==> config.mk <==
export PLATFORM = sky130hd
export DESIGN_NAME = mole_round_ctrl_flat
export DESIGN_NICKNAME = d
export VERILOG_FILES = /design/src/rtl/mole_round_if.sv /design/src/rtl/mole_round_ctrl.sv /design/src/flat_wrapper.sv
export SDC_FILE = /design/constraint.sdc
export NUM_CORES = 1
export LEC_CHECK = 0
export ABC_AREA = 0
export CELL_PAD_IN_SITES_DETAIL_PLACEMENT = 1
export CELL_PAD_IN_SITES_GLOBAL_PLACEMENT = 1
export CORE_MARGIN = 8
export CORE_UTILIZATION = 48
export CTS_BUF_LIST = sky130_fd_sc_hd__clkbuf_4
export CTS_CLUSTER_SIZE = 24
export DETAILED_ROUTE_END_ITERATION = 8
export HOLD_SLACK_MARGIN = 0.03
export PLACE_DENSITY = 0.88
export SYNTH_ARGS = -nofsm -noshare
export SYNTH_HDL_FRONTEND = slang
export SYNTH_SLANG_ARGS = --single-unit
==> constraint.sdc <==
create_clock -name clk -period 3.6 [get_ports clk]
set_input_delay 0.72 -clock clk [delete_from_list [all_inputs] [get_ports clk]]
set_output_delay 0.72 -clock clk [all_outputs]
set_load 0.005 [all_outputs]
==> src/rtl/mole_round_if.sv <==
// Bundle between the game-state FSM (master) and the per-round engine (slave).
// Strobes (tick, clear, hit_miss, round_done) are single-cycle pulses with no back-pressure; levels hold until changed.
interface mole_round_if #(
    parameter int N_HOLES = 4,
    parameter int SCORE_W = 8
);
    logic               tick;
    logic               clear;
    logic               game_en;
    logic [N_HOLES-1:0] buttons;
    logic [N_HOLES-1:0] mole_onehot;
    logic [1:0]         hit_miss;
    logic               round_done;
    logic               timer_expired;
    logic [SCORE_W-1:0] hit_count;
    logic [SCORE_W-1:0] miss_count;
    logic [2:0]         state_dbg;

    modport master (
        output tick, clear, game_en, buttons,
        input  mole_onehot, hit_miss, round_done, timer_expired, hit_count, miss_count, state_dbg
    );

    modport slave (
        input  tick, clear, game_en, buttons,
        output mole_onehot, hit_miss, round_done, timer_expired, hit_count, miss_count, state_dbg
    );
endinterface

==> src/rtl/mole_round_ctrl.sv <==
// Whack-a-mole round engine: picks a hole from an LFSR, times the mole window, classifies presses,
// paces rounds with a pause and owns the overall game timer and score counters.
module mole_round_ctrl #(
    parameter int         N_HOLES     = 4,
    parameter int         MOLE_TICKS  = 750,
    parameter int         PAUSE_TICKS = 250,
    parameter int         GAME_TICKS  = 30000,
    parameter logic [7:0] LFSR_SEED   = 8'hA5,
    parameter int         SCORE_W     = 8
) (
    input logic         clk,
    input logic         reset,
    mole_round_if.slave bus
);
    localparam int HW = $clog2(N_HOLES);
    localparam int MW = (MOLE_TICKS > 1) ? $clog2(MOLE_TICKS) : 1;
    localparam int PW = (PAUSE_TICKS > 1) ? $clog2(PAUSE_TICKS) : 1;
    localparam int GW = $clog2(GAME_TICKS + 1);
    localparam logic [MW-1:0]      MOLE_LAST  = MW'(MOLE_TICKS - 1);
    localparam logic [PW-1:0]      PAUSE_LAST = PW'(PAUSE_TICKS - 1);
    localparam logic [GW-1:0]      GAME_LAST  = GW'(GAME_TICKS - 1);
    localparam logic [N_HOLES-1:0] HOLE0      = N_HOLES'(1);

    typedef enum logic [2:0] {
        S_IDLE  = 3'd0,
        S_SPAWN = 3'd1,
        S_UP    = 3'd2,
        S_PAUSE = 3'd3,
        S_DONE  = 3'd4
    } state_t;

    state_t             state_q, state_d;
    logic [7:0]         lfsr_q, lfsr_d;
    logic [HW-1:0]      prev_hole_q, prev_hole_d;
    logic [N_HOLES-1:0] btn_prev_q, btn_prev_d;
    logic [MW-1:0]      mole_cnt_q, mole_cnt_d;
    logic [PW-1:0]      pause_cnt_q, pause_cnt_d;
    logic [GW-1:0]      game_tmr_q, game_tmr_d;
    logic [N_HOLES-1:0] mole_onehot_q, mole_onehot_d;
    logic [1:0]         hit_miss_q, hit_miss_d;
    logic               round_done_q, round_done_d;
    logic               timer_expired_q, timer_expired_d;
    logic [SCORE_W-1:0] hit_count_q, hit_count_d;
    logic [SCORE_W-1:0] miss_count_q, miss_count_d;

    logic [N_HOLES-1:0] press;
    logic [HW-1:0]      spawn_hole;
    logic               expire;

    always_comb begin
        press      = bus.buttons & ~btn_prev_q;
        spawn_hole = lfsr_q[HW-1:0];
        // Never light the same hole twice in a row.
        if (spawn_hole == prev_hole_q) begin
            spawn_hole = spawn_hole + HW'(1);
        end
        expire = (state_q == S_SPAWN || state_q == S_UP || state_q == S_PAUSE) &&
                 bus.tick && (game_tmr_q == GAME_LAST);

        state_d         = state_q;
        lfsr_d          = {lfsr_q[6:0], lfsr_q[7] ^ lfsr_q[5] ^ lfsr_q[4] ^ lfsr_q[3]};
        prev_hole_d     = prev_hole_q;
        btn_prev_d      = bus.buttons;
        mole_cnt_d      = mole_cnt_q;
        pause_cnt_d     = pause_cnt_q;
        game_tmr_d      = game_tmr_q;
        mole_onehot_d   = mole_onehot_q;
        hit_miss_d      = 2'b00;
        round_done_d    = 1'b0;
        timer_expired_d = timer_expired_q;
        hit_count_d     = hit_count_q;
        miss_count_d    = miss_count_q;

        if (bus.clear) begin
            state_d         = S_IDLE;
            mole_cnt_d      = '0;
            pause_cnt_d     = '0;
            game_tmr_d      = '0;
            mole_onehot_d   = '0;
            timer_expired_d = 1'b0;
            hit_count_d     = '0;
            miss_count_d    = '0;
        end else begin
            unique case (state_q)
                S_IDLE: begin
                    mole_onehot_d = '0;
                    if (bus.game_en && !timer_expired_q) begin
                        state_d = S_SPAWN;
                    end
                end
                S_DONE: begin
                    mole_onehot_d = '0;
                end
                default: begin
                    // Dropping game_en parks the round; timer and scores are kept for resume.
                    if (!bus.game_en) begin
                        state_d       = S_IDLE;
                        mole_onehot_d = '0;
                    end else if (expire) begin
                        game_tmr_d      = game_tmr_q + GW'(1);
                        timer_expired_d = 1'b1;
                        state_d         = S_DONE;
                        mole_onehot_d   = '0;
                    end else begin
                        if (bus.tick) begin
                            game_tmr_d = game_tmr_q + GW'(1);
                        end
                        unique case (state_q)
                            S_SPAWN: begin
                                prev_hole_d   = spawn_hole;
                                mole_onehot_d = HOLE0 << spawn_hole;
                                mole_cnt_d    = '0;
                                state_d       = S_UP;
                            end
                            S_UP: begin
                                if (press != '0 || (bus.tick && mole_cnt_q == MOLE_LAST)) begin
                                    mole_onehot_d = '0;
                                    pause_cnt_d   = '0;
                                    state_d       = S_PAUSE;
                                    if (press == mole_onehot_q) begin
                                        hit_miss_d = 2'b01;
                                        if (hit_count_q != '1) begin
                                            hit_count_d = hit_count_q + SCORE_W'(1);
                                        end
                                    end else begin
                                        hit_miss_d = 2'b10;
                                        if (miss_count_q != '1) begin
                                            miss_count_d = miss_count_q + SCORE_W'(1);
                                        end
                                    end
                                end else if (bus.tick) begin
                                    mole_cnt_d = mole_cnt_q + MW'(1);
                                end
                            end
                            S_PAUSE: begin
                                if (bus.tick) begin
                                    if (pause_cnt_q == PAUSE_LAST) begin
                                        round_done_d = 1'b1;
                                        state_d      = S_SPAWN;
                                    end else begin
                                        pause_cnt_d = pause_cnt_q + PW'(1);
                                    end
                                end
                            end
                            default: begin
                                state_d = S_IDLE;
                            end
                        endcase
                    end
                end
            endcase
        end
    end

    always_ff @(posedge clk) begin
        if (!reset) begin
            state_q         <= S_IDLE;
            lfsr_q          <= LFSR_SEED;
            prev_hole_q     <= '0;
            btn_prev_q      <= '0;
            mole_cnt_q      <= '0;
            pause_cnt_q     <= '0;
            game_tmr_q      <= '0;
            mole_onehot_q   <= '0;
            hit_miss_q      <= 2'b00;
            round_done_q    <= 1'b0;
            timer_expired_q <= 1'b0;
            hit_count_q     <= '0;
            miss_count_q    <= '0;
        end else begin
            state_q         <= state_d;
            lfsr_q          <= lfsr_d;
            prev_hole_q     <= prev_hole_d;
            btn_prev_q      <= btn_prev_d;
            mole_cnt_q      <= mole_cnt_d;
            pause_cnt_q     <= pause_cnt_d;
            game_tmr_q      <= game_tmr_d;
            mole_onehot_q   <= mole_onehot_d;
            hit_miss_q      <= hit_miss_d;
            round_done_q    <= round_done_d;
            timer_expired_q <= timer_expired_d;
            hit_count_q     <= hit_count_d;
            miss_count_q    <= miss_count_d;
        end
    end

    assign bus.mole_onehot   = mole_onehot_q;
    assign bus.hit_miss      = hit_miss_q;
    assign bus.round_done    = round_done_q;
    assign bus.timer_expired = timer_expired_q;
    assign bus.hit_count     = hit_count_q;
    assign bus.miss_count    = miss_count_q;
    assign bus.state_dbg     = state_q;
endmodule

==> src/flat_wrapper.sv <==
// flat-port wrapper written by rule: the top's interface ports become plain ports
module mole_round_ctrl_flat 
#(
    parameter int         N_HOLES     = 4,
    parameter int         MOLE_TICKS  = 750,
    parameter int         PAUSE_TICKS = 250,
    parameter int         GAME_TICKS  = 30000,
    parameter logic [7:0] LFSR_SEED   = 8'hA5,
    parameter int         SCORE_W     = 8
)
  (clk, reset, bus_tick, bus_clear, bus_game_en, bus_buttons, bus_mole_onehot, bus_hit_miss, bus_round_done, bus_timer_expired, bus_hit_count, bus_miss_count, bus_state_dbg);
  mole_round_if #(.N_HOLES(N_HOLES), .SCORE_W(SCORE_W)) bus_i ();
  input logic clk;
  input logic reset;
  input wire logic [$bits(bus_i.tick)-1:0] bus_tick;
  input wire logic [$bits(bus_i.clear)-1:0] bus_clear;
  input wire logic [$bits(bus_i.game_en)-1:0] bus_game_en;
  input wire logic [$bits(bus_i.buttons)-1:0] bus_buttons;
  output wire logic [$bits(bus_i.mole_onehot)-1:0] bus_mole_onehot;
  output wire logic [$bits(bus_i.hit_miss)-1:0] bus_hit_miss;
  output wire logic [$bits(bus_i.round_done)-1:0] bus_round_done;
  output wire logic [$bits(bus_i.timer_expired)-1:0] bus_timer_expired;
  output wire logic [$bits(bus_i.hit_count)-1:0] bus_hit_count;
  output wire logic [$bits(bus_i.miss_count)-1:0] bus_miss_count;
  output wire logic [$bits(bus_i.state_dbg)-1:0] bus_state_dbg;
  assign bus_i.tick = bus_tick;
  assign bus_i.clear = bus_clear;
  assign bus_i.game_en = bus_game_en;
  assign bus_i.buttons = bus_buttons;
  assign bus_mole_onehot = bus_i.mole_onehot;
  assign bus_hit_miss = bus_i.hit_miss;
  assign bus_round_done = bus_i.round_done;
  assign bus_timer_expired = bus_i.timer_expired;
  assign bus_hit_count = bus_i.hit_count;
  assign bus_miss_count = bus_i.miss_count;
  assign bus_state_dbg = bus_i.state_dbg;
  mole_round_ctrl #(.N_HOLES(N_HOLES), .MOLE_TICKS(MOLE_TICKS), .PAUSE_TICKS(PAUSE_TICKS), .GAME_TICKS(GAME_TICKS), .LFSR_SEED(LFSR_SEED), .SCORE_W(SCORE_W)) u_core (.clk(clk), .reset(reset), .bus(bus_i));
endmodule
* After elaboration in Yosys (flattened, before gate mapping)
Cells that the tools add are included.
** Storage, ports and cells
- Register bits after elaboration :: 74
** Operators by class
- Add/sub/neg operators :: 6
- Eq/ne operators :: 20
- Shifts and indexed selects :: 1
- Multiplexer cells :: 22
- Bitwise logic cells :: 16
- Reduce and logical (&&, ||, !) cells :: 27
** Operators with widths (count)
- two-way mux 15 bit :: 2
- adder 8 x 1 -> 8 bit (second input constant) :: 3
- two-way mux 8 bit :: 3
- AND reduction 7 bit :: 3
- two-way mux 10 bit :: 2
- one-hot mux 10 bit (2 select lines) :: 1
- two-way mux 3 bit :: 6
- inequality test 8 bit (second input constant) :: 2
- one-hot mux 8 bit (2 select lines) :: 1
- OR reduction 8 bit :: 2
- adder 15 x 1 -> 15 bit (second input constant) :: 1
- == test 15 bit (second input constant) :: 1
- inequality test 5 x 4 -> 1 bit (second input constant) :: 3
- NOT 1 bit :: 11
- adder 10 x 1 -> 10 bit (second input constant) :: 1
- == test 10 bit (second input constant) :: 1
- inequality test 2 bit (second input constant) :: 5
- AND reduction 5 bit :: 2
- one-hot mux 3 bit (3 select lines) :: 1
- == test 8 bit (second input constant) :: 1
- one-hot mux 4 bit (2 select lines) :: 1
- == test 3 x 2 -> 1 bit (second input constant) :: 2
- one-hot mux 3 bit (2 select lines) :: 1
- AND reduction 3 bit :: 2
- 23 further kinds :: 34

* Longest topological paths before layout
- Depth in word-level cells :: 9
- Depth in mapped cells :: 8
- Depth with buffers taken out :: 8

* Least setup slack after synthesis
No wires, ideal clock.
- Kind :: input to register
- Start :: input bus_tick
- End :: register u_core.hit_count_q[0] (netlist: u_core.bus.hit_count[0])
- Setup time :: 0.128 ns
- Arrival time :: 2.258 ns
- Required time :: 3.472 ns
- Slack :: 1.215 ns
- Stages :: 8
- Path buffers :: 2
- Cell sequence :: buf_4 or4b_1 or3_4 o21a_1 buf_6 o2111ai_4 xor2_1 nor2_1
** Between the ends
- Word-level cells in the longest chain between the ends :: 4
- Elaborated cells on any way between the ends :: 6
- Those cells by class :: 1 x bitwise; 5 x reduce/logical
** RTL lines
- start, declared :: RTL line flat_wrapper.sv:15 : input wire logic [$bits(bus_i.tick)-1:0] bus_tick;
- logical AND 1 bit :: RTL line mole_round_ctrl.sv:57 : expire = (state_q == S_SPAWN || state_q == S_UP || state_q == S_PAUSE) &&
- logical AND 1 bit :: RTL line mole_round_ctrl.sv:58 : bus.tick && (game_tmr_q == GAME_LAST);
- NOT 1 bit (no source line)
- AND reduction 7 bit (no source line) (*)
- end signal, assigned :: RTL line mole_round_ctrl.sv:182 : hit_count_q <= hit_count_d;
- end, declared :: RTL line mole_round_ctrl.sv:43 : logic [SCORE_W-1:0] hit_count_q, hit_count_d;
Mark *: on every way between the ends. The rest lies on a longest branch, timed or not.
A chain may end at the register's enable or synchronous reset.

* Final worst setup path
- Start :: register u_core.state_q[0] (netlist: u_core.bus.state_dbg[0])
- End :: output bus_state_dbg[0]
** RTL lines
- start, declared :: RTL line mole_round_ctrl.sv:32 : state_t state_q, state_d;
- start signal, assigned :: RTL line mole_round_ctrl.sv:171 : state_q <= state_d;
- end, declared :: RTL line flat_wrapper.sv:25 : output wire logic [$bits(bus_i.state_dbg)-1:0] bus_state_dbg;
No word-level cell between the ends.

==> results.json <==
{
  "status": "finished, final reports clean",
  "fmax_ghz": 0.367,
  "ant_nets": 0,
  "synth-main-ff-cell": "dfxtp_1",
  "h-tree-depth": 3,
  "relSlewSlack_pct": 44.7,
  "grt_pass1_wl_mm": 16.1,
  "tns_ns": 0,
  "critPathBufInv": 1,
  "grt_util_met3_pct": 5.72,
  "grtUsageMet2_pct": 34.4,
  "ir_worst_vdd_uv": 320,
  "layout-drive-gt1-share_pct": 9.25,
  "placed_area_mm2": 0.00403,
  "hold_viol": 0,
  "max_stage_delay_ns": 0.88,
  "slew_viol_final": 0,
  "vias": 3118,
  "async_reset_ff_share_pct": 0,
  "synth_fp_nets": 427,
  "cts_made_buffers": 9,
  "powerDensity_mw_per_mm2": 368,
  "antenna_found_initial": 0,
  "finalClockSkew_ns": 0.0154,
  "synth_top_cells_by_area": "dfxtp_1 41%, xnor2_1 4.9%, nor2_1 4.8%, nand3_1 4.0%, nand2_1 3.8%",
  "synth.largest_area_cell": "dfxtp_1",
  "yosysUniqueCellTypes": 59,
  "fin_crit_ns": 2.72,
  "power.leakage_nw": 1.36,
  "yosysMostFrequentCell": "dfxtp_1",
  "syn-instance-count": 411,
  "wire_per_inst_um": 17.1,
  "cts_setup_buffers": 0,
  "place.gp.congestion": 0.803,
  "critical-path-top-delay-family": "flip-flops",
  "worst_pin_slew_ns": 0.828,
  "ys_ff_latch": 74,
  "ys_seq_area_share_pct": 41.3,
  "yosysWarnings": 0,
  "cap_violations": 0,
  "top_usage_layer": "met2",
  "diodes": 0,
  "synth_top_area_share_pct": 41.3,
  "numPortBuffers": 35,
  "syn_avg_cell_area_um2": 8.72,
  "grt_use_met1_pct": 21.8,
  "min_period_over_period_pct": 75.7,
  "wirelength_mm": 9.43,
  "cts.sinks": 74,
  "worstSetupPathType": "flop to primary output",
  "nets": 465,
  "drc": 0,
  "critPathRequiredTime_ns": 2.88,
  "grt_start_max_net_pins": 39,
  "gr-total-overflow": 0,
  "final_area_mm2": 0.00420,
  "die-width_um": 102,
  "hold_class": "flop to flop",
  "cp-end-kind": "primary output",
  "rows": 31,
  "clk_path_buf_depth": 2,
  "cts-root-buf": "clkbuf_4",
  "cts_tree": "yes",
  "via_per_inst": 5.64,
  "die-area_mm2": 0.0105,
  "setup_viol": 0,
  "coreArea_mm2": 0.00725,
  "fill_cells": 888,
  "firstDrtPassIters": 4,
  "synthesis.area_mm2": 0.00358,
  "hold_buffers": 0,
  "synth-edff-count": 0,
  "yosys-top-cells-count": "74 x dfxtp_1, 46 x nor2_1, 36 x nand2_1, 29 x nand3_1, 21 x a21oi_1",
  "worstPathCellList": "clkdlybuf4s50_1",
  "drt-initial-drc-count": 160,
  "rsz0062_at_grt": "no",
  "critical_path.max_fanout": 25,
  "clock_latency_ns": 0.45,
  "cp_data_arrival_time_ns": 2.00,
  "area_delta_synth_final_pct": 17.2,
  "num_io_pins": 36,
  "hpwl_mm": 6.91,
  "cp_slowest_cell": "dfxtp_1",
  "die_y_um": 102,
  "start_util_pct": 49.4,
  "grtUsageTotal_pct": 19.6,
  "cts_resized": 0,
  "grt_pass1_vias": 3276,
  "critPathLaunchType": "flop",
  "clk_pin_slew_worst_paths_ns": 0.14
}
logic make-up (layout without fill, tap and decap cells):
logic type / Yosys count / in the layout / share of synthesized area (%)
AOI/OAI and AO/OA: 61 / 61 / 12.3
and+or+nand+nor: 210 / 210 / 32.4
adders and majority gates: 7 / 7 / 2.44
muxes: 1 / 1 / 0.279
xor gates and xnor gates: 35 / 35 / 8.55
DFF: 74 / 74 / 41.3
buffers and inverters: 23 / 66 / 2.79
final cells by class:
cell class	count	area, um2	area share [%]
tap	99	124	2.95
sequential	74	1480	35.2
multi-input combinational	314	2000	47.7
timing repair buffer	40	388	9.23
clock inverter	7	101	2.41
inverter	10	37.5	0.893
clock buffer	9	67.6	1.61
metrics by stage:
stage | setup slack [ns] | total power [mW] | util, % | hold slack (ns) | std cells
6_report | 0.875 | 1.55 | 57.9 | 0.436 | 553
5_1_grt | 0.710 | 1.60 | 57.9 | 0.465 | 553
4_1_cts | 0.867 | 1.56 | 57.9 | 0.447 | 553
3_5_place_dp | 0.498 | 0.949 | 55.6 | 0.408 | 537
3_3_place_gp | 0.670 | 0.944 | 55.6 | 0.394 | 537
2_1_floorplan | 1.21 | 0.917 | - | 0.386 | 411
flip-flops by register name, indices dropped and copies added, names as in the netlist:
signal	cells
u_core.bus.mole_onehot	4
u_core.bus.hit_count	8
u_core.pause_cnt_q	8
u_core.bus.hit_miss	2
u_core.btn_prev_q	4
u_core.prev_hole_q	2
u_core.game_tmr_q	15
u_core.bus.round_done	1
u_core.bus.timer_expired	1
u_core.bus.miss_count	8
u_core.bus.state_dbg	3
u_core.lfsr_q	8
u_core.mole_cnt_q	10
layer usage:
layer | vias to the layer above | part of all wire (%)
met4 | 0 | 1.9
met1 | 1521 | 44
li1 | 1529 | -
met2 | 52 | 50
met5 | - | 0
met3 | 16 | 4.2
final timing paths:
kind                                             start                              endpoint  slack, ns  depth (start not counted)
setup / recovery  u_core.bus.state_dbg[0]$_SDFFE_PP0P_                      bus_state_dbg[0]       0.88                          1
hold / removal             u_core.lfsr_q[6]$_SDFF_PN0_           u_core.lfsr_q[7]$_SDFF_PN1_       0.44                          1
setup reg to reg  u_core.bus.state_dbg[0]$_SDFFE_PP0P_  u_core.bus.hit_count[4]$_SDFFE_PP0P_       0.95                          6
hold reg to reg            u_core.lfsr_q[6]$_SDFF_PN0_           u_core.lfsr_q[7]$_SDFF_PN1_       0.44                          1
power breakdown:
| group | total (mW) | switching (mW) | internal (mW) |
|---|---|---|---|
| clock network | 0.614 | 0.327 | 0.287 |
| registers | 0.841 | 0.0104 | 0.830 |
| logic | 0.0908 | 0.0549 | 0.0359 |
| total | 1.55 | 0.392 | 1.15 |
layout by cell type, fill, tap and decap left out, types with 3 or more instances in the layout:
| cell | instances |
|---|---|
| a21oi_1 | 21 |
| a31oi_1 | 3 |
| and2_1 | 11 |
| and3_1 | 11 |
| and4_1 | 3 |
| buf_4 | 5 |
| clkbuf_4 | 9 |
| clkdlybuf4s50_1 | 35 |
| dfxtp_1 | 74 |
| ha_1 | 7 |
| inv_1 | 10 |
| nand2_1 | 36 |
| nand2b_1 | 6 |
| nand3_1 | 29 |
| nand3b_1 | 3 |
| nand4_1 | 6 |
| nand4b_1 | 5 |
| nor2_1 | 46 |
| nor2b_1 | 9 |
| nor3_1 | 8 |
| nor3b_1 | 3 |
| nor4_1 | 3 |
| o211ai_1 | 4 |
| o21a_1 | 3 |
| o21ai_0 | 11 |
| o21ai_1 | 4 |
| or3_1 | 12 |
| or4_1 | 3 |
| xnor2_1 | 20 |
| xor2_1 | 15 |
Note: power is estimated with default switching activity, not from simulation.
